File: src/rtl/ps2_mouse_tracker.sv
// ============================================================================
// ps2_mouse_tracker : enables PS/2 mouse streaming and tracks a cursor
// Rev 1.0
// ============================================================================
`default_nettype none

module ps2_mouse_tracker #(
  parameter int X_RES   = 640,
  parameter int Y_RES   = 480,
  parameter int COORD_W = 10,
  parameter int SHIFT   = 0,
  parameter int WRAP    = 0,
  parameter int TIMEOUT = 100000
) (
  input  logic               clk,
  input  logic               reset,
  output logic               tx_start,
  output logic [7:0]         tx_data,
  input  logic               tx_done,
  input  logic               rx_valid,
  input  logic [7:0]         rx_data,
  output logic [COORD_W-1:0] pixelx,
  output logic [COORD_W-1:0] pixely,
  output logic [2:0]         buttons,
  output logic               mouseclick,
  output logic               packet_valid,
  output logic               streaming
);

  localparam logic [2:0] S_SEND     = 3'd0;
  localparam logic [2:0] S_WAIT_TX  = 3'd1;
  localparam logic [2:0] S_WAIT_ACK = 3'd2;
  localparam logic [2:0] S_BYTE1    = 3'd3;
  localparam logic [2:0] S_BYTE2    = 3'd4;
  localparam logic [2:0] S_BYTE3    = 3'd5;
  localparam logic [2:0] S_UPDATE   = 3'd6;

  localparam int SW = COORD_W + 2;
  localparam int TW = $clog2(TIMEOUT + 1);
  localparam logic [7:0] C_CMD_ENABLE = 8'hF4;
  localparam logic [7:0] C_ACK        = 8'hFA;

  logic [2:0]         state_q, state_d;
  logic [TW-1:0]      cnt_q, cnt_d;
  logic               streaming_q, streaming_d;
  // {y_ovf, x_ovf, y_sign, x_sign, middle, right, left}
  logic [6:0]         b1_q, b1_d;
  logic [7:0]         x_lo_q, x_lo_d;
  logic [7:0]         y_lo_q, y_lo_d;
  logic [COORD_W-1:0] pixelx_q, pixelx_d;
  logic [COORD_W-1:0] pixely_q, pixely_d;
  logic [2:0]         buttons_q, buttons_d;

  logic               w_timeout;
  logic               w_waiting;
  logic signed [8:0]  w_dx;
  logic signed [8:0]  w_dy;
  logic signed [SW-1:0] w_sum_x;
  logic signed [SW-1:0] w_sum_y;

  // Wrap folds by a single period; deltas never exceed one screen span.
  function automatic logic [COORD_W-1:0] limit(input logic signed [SW-1:0] v,
                                               input int res);
    logic signed [SW-1:0] r;
    logic signed [SW-1:0] t;
    r = SW'(res);
    if (WRAP != 0) begin
      if (v < 0)       t = v + r;
      else if (v >= r) t = v - r;
      else             t = v;
    end else begin
      if (v < 0)       t = '0;
      else if (v >= r) t = r - SW'(1);
      else             t = v;
    end
    return COORD_W'(t);
  endfunction

  always_ff @(posedge clk or posedge reset) begin
    if (reset) begin
      state_q     <= S_SEND;
      cnt_q       <= '0;
      streaming_q <= 1'b0;
      b1_q        <= '0;
      x_lo_q      <= '0;
      y_lo_q      <= '0;
      pixelx_q    <= COORD_W'(X_RES / 2);
      pixely_q    <= COORD_W'(Y_RES / 2);
      buttons_q   <= '0;
    end else begin
      state_q     <= state_d;
      cnt_q       <= cnt_d;
      streaming_q <= streaming_d;
      b1_q        <= b1_d;
      x_lo_q      <= x_lo_d;
      y_lo_q      <= y_lo_d;
      pixelx_q    <= pixelx_d;
      pixely_q    <= pixely_d;
      buttons_q   <= buttons_d;
    end
  end

  assign w_timeout = (cnt_q == TW'(TIMEOUT - 1));
  assign w_waiting = (state_q == S_WAIT_ACK) || (state_q == S_BYTE2) ||
                     (state_q == S_BYTE3);

  always_comb begin
    state_d = state_q;
    case (state_q)
      S_SEND:     state_d = S_WAIT_TX;
      S_WAIT_TX:  if (tx_done) state_d = S_WAIT_ACK;
      S_WAIT_ACK: begin
        if (rx_valid)       state_d = (rx_data == C_ACK) ? S_BYTE1 : S_SEND;
        else if (w_timeout) state_d = S_SEND;
      end
      S_BYTE1:    if (rx_valid && rx_data[3]) state_d = S_BYTE2;
      S_BYTE2: begin
        if (rx_valid)       state_d = S_BYTE3;
        else if (w_timeout) state_d = S_BYTE1;
      end
      S_BYTE3: begin
        if (rx_valid)       state_d = S_UPDATE;
        else if (w_timeout) state_d = S_BYTE1;
      end
      S_UPDATE:   state_d = S_BYTE1;
      default:    state_d = S_SEND;
    endcase
  end

  assign w_dx    = $signed({b1_q[3], x_lo_q}) >>> SHIFT;
  assign w_dy    = $signed({b1_q[4], y_lo_q}) >>> SHIFT;
  assign w_sum_x = $signed({2'b00, pixelx_q}) + $signed({{(SW-9){w_dx[8]}}, w_dx});
  assign w_sum_y = $signed({2'b00, pixely_q}) - $signed({{(SW-9){w_dy[8]}}, w_dy});

  always_comb begin
    cnt_d       = cnt_q + TW'(1);
    streaming_d = streaming_q;
    b1_d        = b1_q;
    x_lo_d      = x_lo_q;
    y_lo_d      = y_lo_q;
    pixelx_d    = pixelx_q;
    pixely_d    = pixely_q;
    buttons_d   = buttons_q;

    if (rx_valid || (state_d != state_q) || !w_waiting) cnt_d = '0;

    if (state_q == S_WAIT_ACK && rx_valid && rx_data == C_ACK) streaming_d = 1'b1;
    if (state_q == S_BYTE1 && rx_valid && rx_data[3])
      b1_d = {rx_data[7:4], rx_data[2:0]};
    if (state_q == S_BYTE2 && rx_valid) x_lo_d = rx_data;
    if (state_q == S_BYTE3 && rx_valid) y_lo_d = rx_data;

    if (state_q == S_UPDATE) begin
      if (!b1_q[5]) pixelx_d = limit(w_sum_x, X_RES);
      if (!b1_q[6]) pixely_d = limit(w_sum_y, Y_RES);
      buttons_d = b1_q[2:0];
    end
  end

  // tx_start is masked by reset so nothing is requested while held in SEND.
  always_comb begin
    tx_start     = (state_q == S_SEND) && !reset;
    tx_data      = C_CMD_ENABLE;
    packet_valid = (state_q == S_UPDATE);
    mouseclick   = (state_q == S_UPDATE) && b1_q[0] && !buttons_q[0];
  end

  assign pixelx    = pixelx_q;
  assign pixely    = pixely_q;
  assign buttons   = buttons_q;
  assign streaming = streaming_q;

endmodule

`default_nettype wire

File: config.mk
export PLATFORM = sky130hd
export DESIGN_NAME = ps2_mouse_tracker
export DESIGN_NICKNAME = d
export VERILOG_FILES = /design/src/rtl/ps2_mouse_tracker.sv
export SDC_FILE = /design/constraint.sdc
export NUM_CORES = 1
export LEC_CHECK = 0
export ABC_CLOCK_PERIOD_IN_PS = 3250
export CORE_MARGIN = 2
export CORE_UTILIZATION = 57
export DETAILED_ROUTE_END_ITERATION = 10
export GPL_TIMING_DRIVEN = 0
export MAX_ROUTING_LAYER = met4
export PLACE_DENSITY = 0.8
export SYNTH_ARGS = -nofsm -noshare
export SYNTH_HDL_FRONTEND = slang
export SYNTH_SLANG_ARGS = --single-unit
File: constraint.sdc
create_clock -name clk -period 3.25 [get_ports clk]
set_input_delay 0.8125 -clock clk [delete_from_list [all_inputs] [get_ports clk]]
set_output_delay 0.8125 -clock clk [all_outputs]
set_load 0.01 [all_outputs]
Yosys cells after proc, flatten, opt, wreduce, memory -nomap -nowiden

Index checks and enable logic that the tools add are counted.

Reductions and logical operators: 20
Magnitude comparators: 4
Equality and inequality tests: 9
Muxes and demuxes: 14
Bitwise logic cells: 2
$add $sub $neg: 3

Operator list:

| kind                                                                                  | count |
|---|---|
| 10-bit two-way mux                                                                    | 4 |
| 12-bit by 1-bit < comparator with 1-bit output, second input constant                 | 2 |
| 3-bit two-way mux                                                                     | 7 |
| 3-bit case mux with 7 select lines                                                    | 1 |
| 17-bit by 1-bit adder with 17-bit output, second input constant                       | 1 |
| 17-bit == test, second input constant                                                 | 1 |
| 17-bit two-way mux                                                                    | 1 |
| 11-bit by 9-bit adder with 12-bit output                                              | 1 |
| 12-bit by 10-bit greater-or-equal comparator with 1-bit output, second input constant | 1 |
| 12-bit by 11-bit greater-or-equal comparator with 1-bit output, second input constant | 1 |
| 11-bit by 9-bit subtractor with 12-bit output                                         | 1 |
| 1-bit logical AND                                                                     | 10 |
| 3-bit == test, second input constant                                                  | 3 |
| 8-bit == test, second input constant                                                  | 1 |
| 3-bit by 2-bit == test with 1-bit output, second input constant                       | 2 |
| 1-bit logical OR                                                                      | 4 |
| 2-bit AND reduction                                                                   | 2 |
| 3-bit by 1-bit == test with 1-bit output, second input constant                       | 1 |
| 1-bit zero test                                                                       | 3 |
| 3-bit zero test                                                                       | 1 |
| 3-bit inequality test                                                                 | 1 |
| 2-bit two-way mux                                                                     | 1 |
| 1-bit inverter                                                                        | 2 |

Output and inout port bits: 35
Bits of input ports: 12
Word-level logic and storage cells: 61
Register bits after elaboration: 67

Logic depth before layout (Yosys ltp)

Depth after elaboration: 8
Mapped depth: 10
Mapped depth without buffers: 10

Least setup slack after synthesis

OpenSTA, ideal clock, no wires.

Path type: reg2reg
Start point: register pixelx_q[0] (netlist: pixelx[0])
End point: register pixelx_q[5] (netlist: pixelx[5])
Cell stages (with the launch flop): 9
Period minus slack after synthesis: 2.473 ns
Buffers on the path: 0
Data required time: 3.094 ns
Data arrival time: 2.317 ns
Library setup time: 0.156 ns
Path slack: 0.777 ns
Cell sequence: dfrtp_1 ha_1 fa_1 a211oi_2 o21ai_1 a311oi_2 xnor2_1 a211oi_1 a22oi_1

Cells in the longest elaborated chain, start to end: 4
Elaborated cells on any way between the ends: 5
Classes of those cells: 1 x add/sub; 2 x order compare; 2 x mux

RTL lines:

| item                                                           | RTL line | source |
|---|---|---|
| from (decl)                                                    | 50       | `logic [COORD_W-1:0] pixelx_q, pixelx_d;` |
| from (signal assigned)                                         | 87       | `pixelx_q <= COORD_W'(X_RES / 2);` |
| from (signal assigned)                                         | 97       | `pixelx_q <= pixelx_d;` |
| 11-bit by 9-bit adder with 12-bit output (*)                   | 132      | `assign w_sum_x = $signed({2'b00, pixelx_q}) + $signed({{(SW-9){w_dx[8]}}, w_dx});` |
| 12-bit by 11-bit greater-or-equal comparator with 1-bit output | 73       | `else if (v >= r) t = r - SW'(1);` |
| 10-bit two-way mux                                             | 73       |  |
| 10-bit two-way mux (*)                                         | 72       | `if (v < 0) t = '0;` |

Mark *: on every way between the ends. The rest lies on a longest branch, timed or not.
A chain may end at the register's enable or synchronous reset.

Final worst setup path

Start point: register state_q[2]
End point: output mouseclick

Cells in the longest elaborated chain, start to end: 3

RTL lines:

| item                            | RTL line | source |
|---|---|---|
| from (decl)                     | 43       | `logic [2:0] state_q, state_d;` |
| from (signal assigned)          | 91       | `state_q <= state_d;` |
| 3-bit == test                   | 165      | `mouseclick = (state_q == S_UPDATE) && b1_q[0] && !buttons_q[0];` |
| 1-bit logical AND (2 in series) | 165      |  |
| to (decl)                       | 25       | `output logic mouseclick,` |

No other way between the ends.

==> flow_metrics.tcl <==
set metrics [dict create \
    synth_warnings 0 \
    root_buffer "clkbuf_8" \
    via_count_of_the_first_global_routing_pass 3639 \
    ctsResizeCount 0 \
    ys.flop_type "dfrtp_1" \
    startpoint "state_q[2]$_DFF_PP0_" \
    path_cells "clkbuf_1, nand3b_1, nor3b_1, clkdlybuf4s50_1" \
    grt_util_all_layers 0.255 \
    slowest_cp_cell "clkdlybuf4s50_1" \
    synth.avg_cell_area_um2 9.50 \
    crit-reg2reg-launch "b1_q[3]$_DFFE_PP0P_" \
    io_pins 47 \
    portBuffers 37 \
    cts-htree-levels 3 \
    worstHoldStart "cnt_q[0]$_DFF_PP0_" \
    fillers 607 \
    final_net_count 558 \
    detail_route.first_pass.iterations 4 \
    endpoint_kind "output pin" \
    path_max_fanout 10 \
    std_cell_rows 32 \
    dieWidth_um 92.1 \
    dieArea_um2 8490 \
    post_cts_hold_buffers 0 \
    detailroute.via_count 3650 \
    timing_worst_setup_path_type "flop to output pin" \
    worst-path-stages 4 \
    route.antenna.remaining_nets 0 \
    post-cts-setup-buffers 0 \
    hold_path_class "flop to flop" \
    tritoncts_num_sinks 67 \
    global_route_wire_length_before_repair_um 16900 \
    worst-slew-pin-transition_ns 0.820 \
    core_area_um2 7610 \
    report.final.hold_viol_count 0 \
    synthToLayoutAreaGrowth_pct 16.9 \
    cts-root-to-sink-buffers 2 \
    number_of_register_bits_inferred_by_synthesis 67 \
    globalRoute.totalOverflow 0 \
    tritoncts "yes" \
    placed_cells 612 \
    routed_wire_length_um 9800 \
    final_worst_path_period_need_ns 2.94 \
    final_setup_violation_count 0 \
    crit_path_max_incr_delay_ns 0.56 \
    antenna_found_initial 0 \
    worstPathRequired_ns 2.44 \
    maxCapViolCount 0 \
    place_hpwl_um 7290 \
    whs_path_depth 1 \
    final-instance-count-excl-fill 628 \
    netlist_area_before_placement_um2 4430 \
    timing.final.max_slew_violations 0 \
    timing.clock.skew_ns 0.0127 \
    wire_length_per_cell_after_detailed_routing_um 15.6 \
    powerDensity_nw_per_um2 952 \
    post_synth_inst_count 466 \
    async_flop_share 1.00 \
    cp_num_buf_inv 2 \
    start_util 0.582 \
    chipHeight_um 92.1 \
    path_delay_family "buffers and inverters" \
    drt-vias-per-instance 5.81 \
    fmaxAchievable_mhz 340 \
    antenna_cells 0 \
    insertion_delay_ns 0.34 \
    iter_0_drt_violations 262 \
    max_slew_margin 0.438 \
    worst-r2r-cell-count 8 \
    worst_setup_path_start_kind "flop" \
    grt_start_max_net_pins 43 \
    static-leakage-power_nw 2.23 \
    post_route_cells_drive_above_1_share 0.156 \
    drc_errors 0 \
    yosysSeqAreaShare 0.380 \
    clock_slew_seen_by_the_registers_of_the_worst_setup_and_hold_paths_ns 0.08 \
    synth-edff-count 0 \
    rsz0062_at_grt "no" \
    max-vdd-ir-drop_mv 0.454 \
    place_congestion 0.902 \
    status "finished clean" \
    yosysUniqueCellTypes 69 \
    post-route-period-util 0.904 \
    worst_ep_arrival_time_ns 2.13 \
    tritoncts.num_buffers 9 \
    timing.hold.ws_ns 0.454 \
]
## Yosys cell counts (2+ instances only)
| cell | number | area (µm²) |
|---|---|---|
| a21oi_1 | 11 | 55.1 |
| nor3b_1 | 4 | 30.0 |
| o22ai_1 | 4 | 25.0 |
| fa_1 | 2 | 40.0 |
| nand2_1 | 55 | 206 |
| xnor2_1 | 15 | 131 |
| nand4b_1 | 2 | 17.5 |
| xor2_1 | 15 | 131 |
| a21oi_2 | 2 | 17.5 |
| o21ai_2 | 2 | 17.5 |
| a21o_1 | 6 | 45.0 |
| nor2_1 | 41 | 154 |
| clkbuf_1 | 8 | 30.0 |
| nand2b_1 | 2 | 12.5 |
| ha_1 | 23 | 288 |
| inv_1 | 24 | 90.1 |
| o21a_1 | 6 | 45.0 |
| nor4_1 | 3 | 18.8 |
| o21bai_1 | 2 | 15.0 |
| o21ai_1 | 9 | 45.0 |
| or3_1 | 5 | 31.3 |
| mux2_2 | 25 | 282 |
| nand4_1 | 9 | 56.3 |
| a211o_1 | 2 | 17.5 |
| nand4bb_1 | 2 | 22.5 |
| a22oi_1 | 7 | 52.6 |
| a211oi_2 | 3 | 37.5 |
| and2_1 | 4 | 25.0 |
| buf_4 | 9 | 67.6 |
| nor4b_1 | 2 | 17.5 |
| nand3_1 | 11 | 55.1 |
| nor2b_1 | 5 | 31.3 |
| buf_2 | 6 | 30.0 |
| nor3_1 | 10 | 50.1 |
| o21ai_0 | 7 | 35.0 |
| and3_1 | 4 | 25.0 |
| dfrtp_1 | 61 | 1530 |
| a211oi_1 | 10 | 75.1 |
| o211ai_1 | 7 | 52.6 |
| a31oi_1 | 5 | 31.3 |
| conb_1 | 2 | 7.51 |
| mux2i_1 | 2 | 20.0 |
| dfstp_2 | 6 | 158 |
## placed cells by master (no fill, tap or decap), types with 3 or more instances in the layout
master	netlist	routed
dfrtp_1	61	61
nand2_1	55	55
nor2_1	41	41
clkdlybuf4s50_1	0	37
mux2_2	25	25
inv_1	24	23
ha_1	23	23
xor2_1	15	15
xnor2_1	15	15
nand3_1	11	11
a21oi_1	11	11
nor3_1	10	10
a211oi_1	10	10
clkbuf_8	0	10
nand4_1	9	9
o21ai_1	9	9
buf_4	9	9
clkbuf_1	8	8
conb_1	2	8
o21ai_0	7	7
o211ai_1	7	7
a22oi_1	7	7
buf_2	6	6
a21o_1	6	6
o21a_1	6	6
dfstp_2	6	6
nor2b_1	5	5
or3_1	5	5
a31oi_1	5	5
nor3b_1	4	4
and2_1	4	4
and3_1	4	4
o22ai_1	4	4
nor4_1	3	3
a211oi_2	3	3
## state kept, by name, summed over array words and instances (netlist names)
| name | count |
|---|---|
| y_lo_q | 8 |
| state_q | 3 |
| pixely | 10 |
| x_lo_q | 8 |
| pixelx | 10 |
| b1_q | 7 |
| buttons | 3 |
| streaming | 1 |
| cnt_q | 17 |
## routing by layer
| layer | vias up | track usage | share of wire |
|---|---|---|---|
| met5 | - | - | 0 |
| met4 | 0 | 0.0759 | 0.014 |
| met3 | 16 | 0.0468 | 0.032 |
| met2 | 76 | 0.428 | 0.52 |
| met1 | 1782 | 0.318 | 0.44 |
| li1 | 1776 | - | - |
## final timing paths
kind                       slack, ns                     to
max                             0.31             mouseclick
min                             0.45     cnt_q[0]$_DFF_PP0_
max reg2reg                     0.31  pixelx[4]$_DFFE_PP0P_
min reg2reg                     0.45     cnt_q[0]$_DFF_PP0_
max in group asynchronous       1.69  pixelx[6]$_DFFE_PP1P_
min in group asynchronous       0.86     cnt_q[4]$_DFF_PP0_
## area by class of cell
type | instances | area, µm² | area share
clock inverter | 6 | 71.3 | 0.0138
tap | 102 | 128 | 0.0246
multi-input combinational | 357 | 2540 | 0.490
clock buffer | 10 | 138 | 0.0266
buffer | 24 | 139 | 0.0268
sequential | 67 | 1680 | 0.325
timing repair buffer | 38 | 390 | 0.0754
inverter | 24 | 90.1 | 0.0174
## cell families after synthesis
family,share of synthesized area
compound gates,0.181
xor+xnor,0.0593
fa+ha+maj,0.0740
buf+inv,0.0517
flops,0.380
mux,0.0681
other cells,0.00170
simple gates,0.184
## power breakdown
group / switching, mW / total (mW) / internal, mW
clock: 0.344 / 0.726 / 0.382
combinational: 1.64 / 2.90 / 1.26
sequential: 0.202 / 1.30 / 1.10
## metrics by stage
| step | area (µm²) | setup WS (ns) | TNS, ns | total power [mW] | util |
|---|---|---|---|---|---|
| after floorplan | 4450 | 0.764 | 0 | 3.46 | - |
| after global placement | 4950 | -0.344 | -20.72 | 4.08 | 0.650 |
| after detailed placement | 4970 | 0.369 | 0 | 4.17 | 0.653 |
| after CTS | 5180 | 0.278 | 0 | 4.93 | 0.681 |
| after global routing | 5180 | 0.111 | 0 | 5.33 | 0.681 |
| final | 5180 | 0.311 | 0 | 4.93 | 0.681 |
Power figures use the tool's default switching activity.
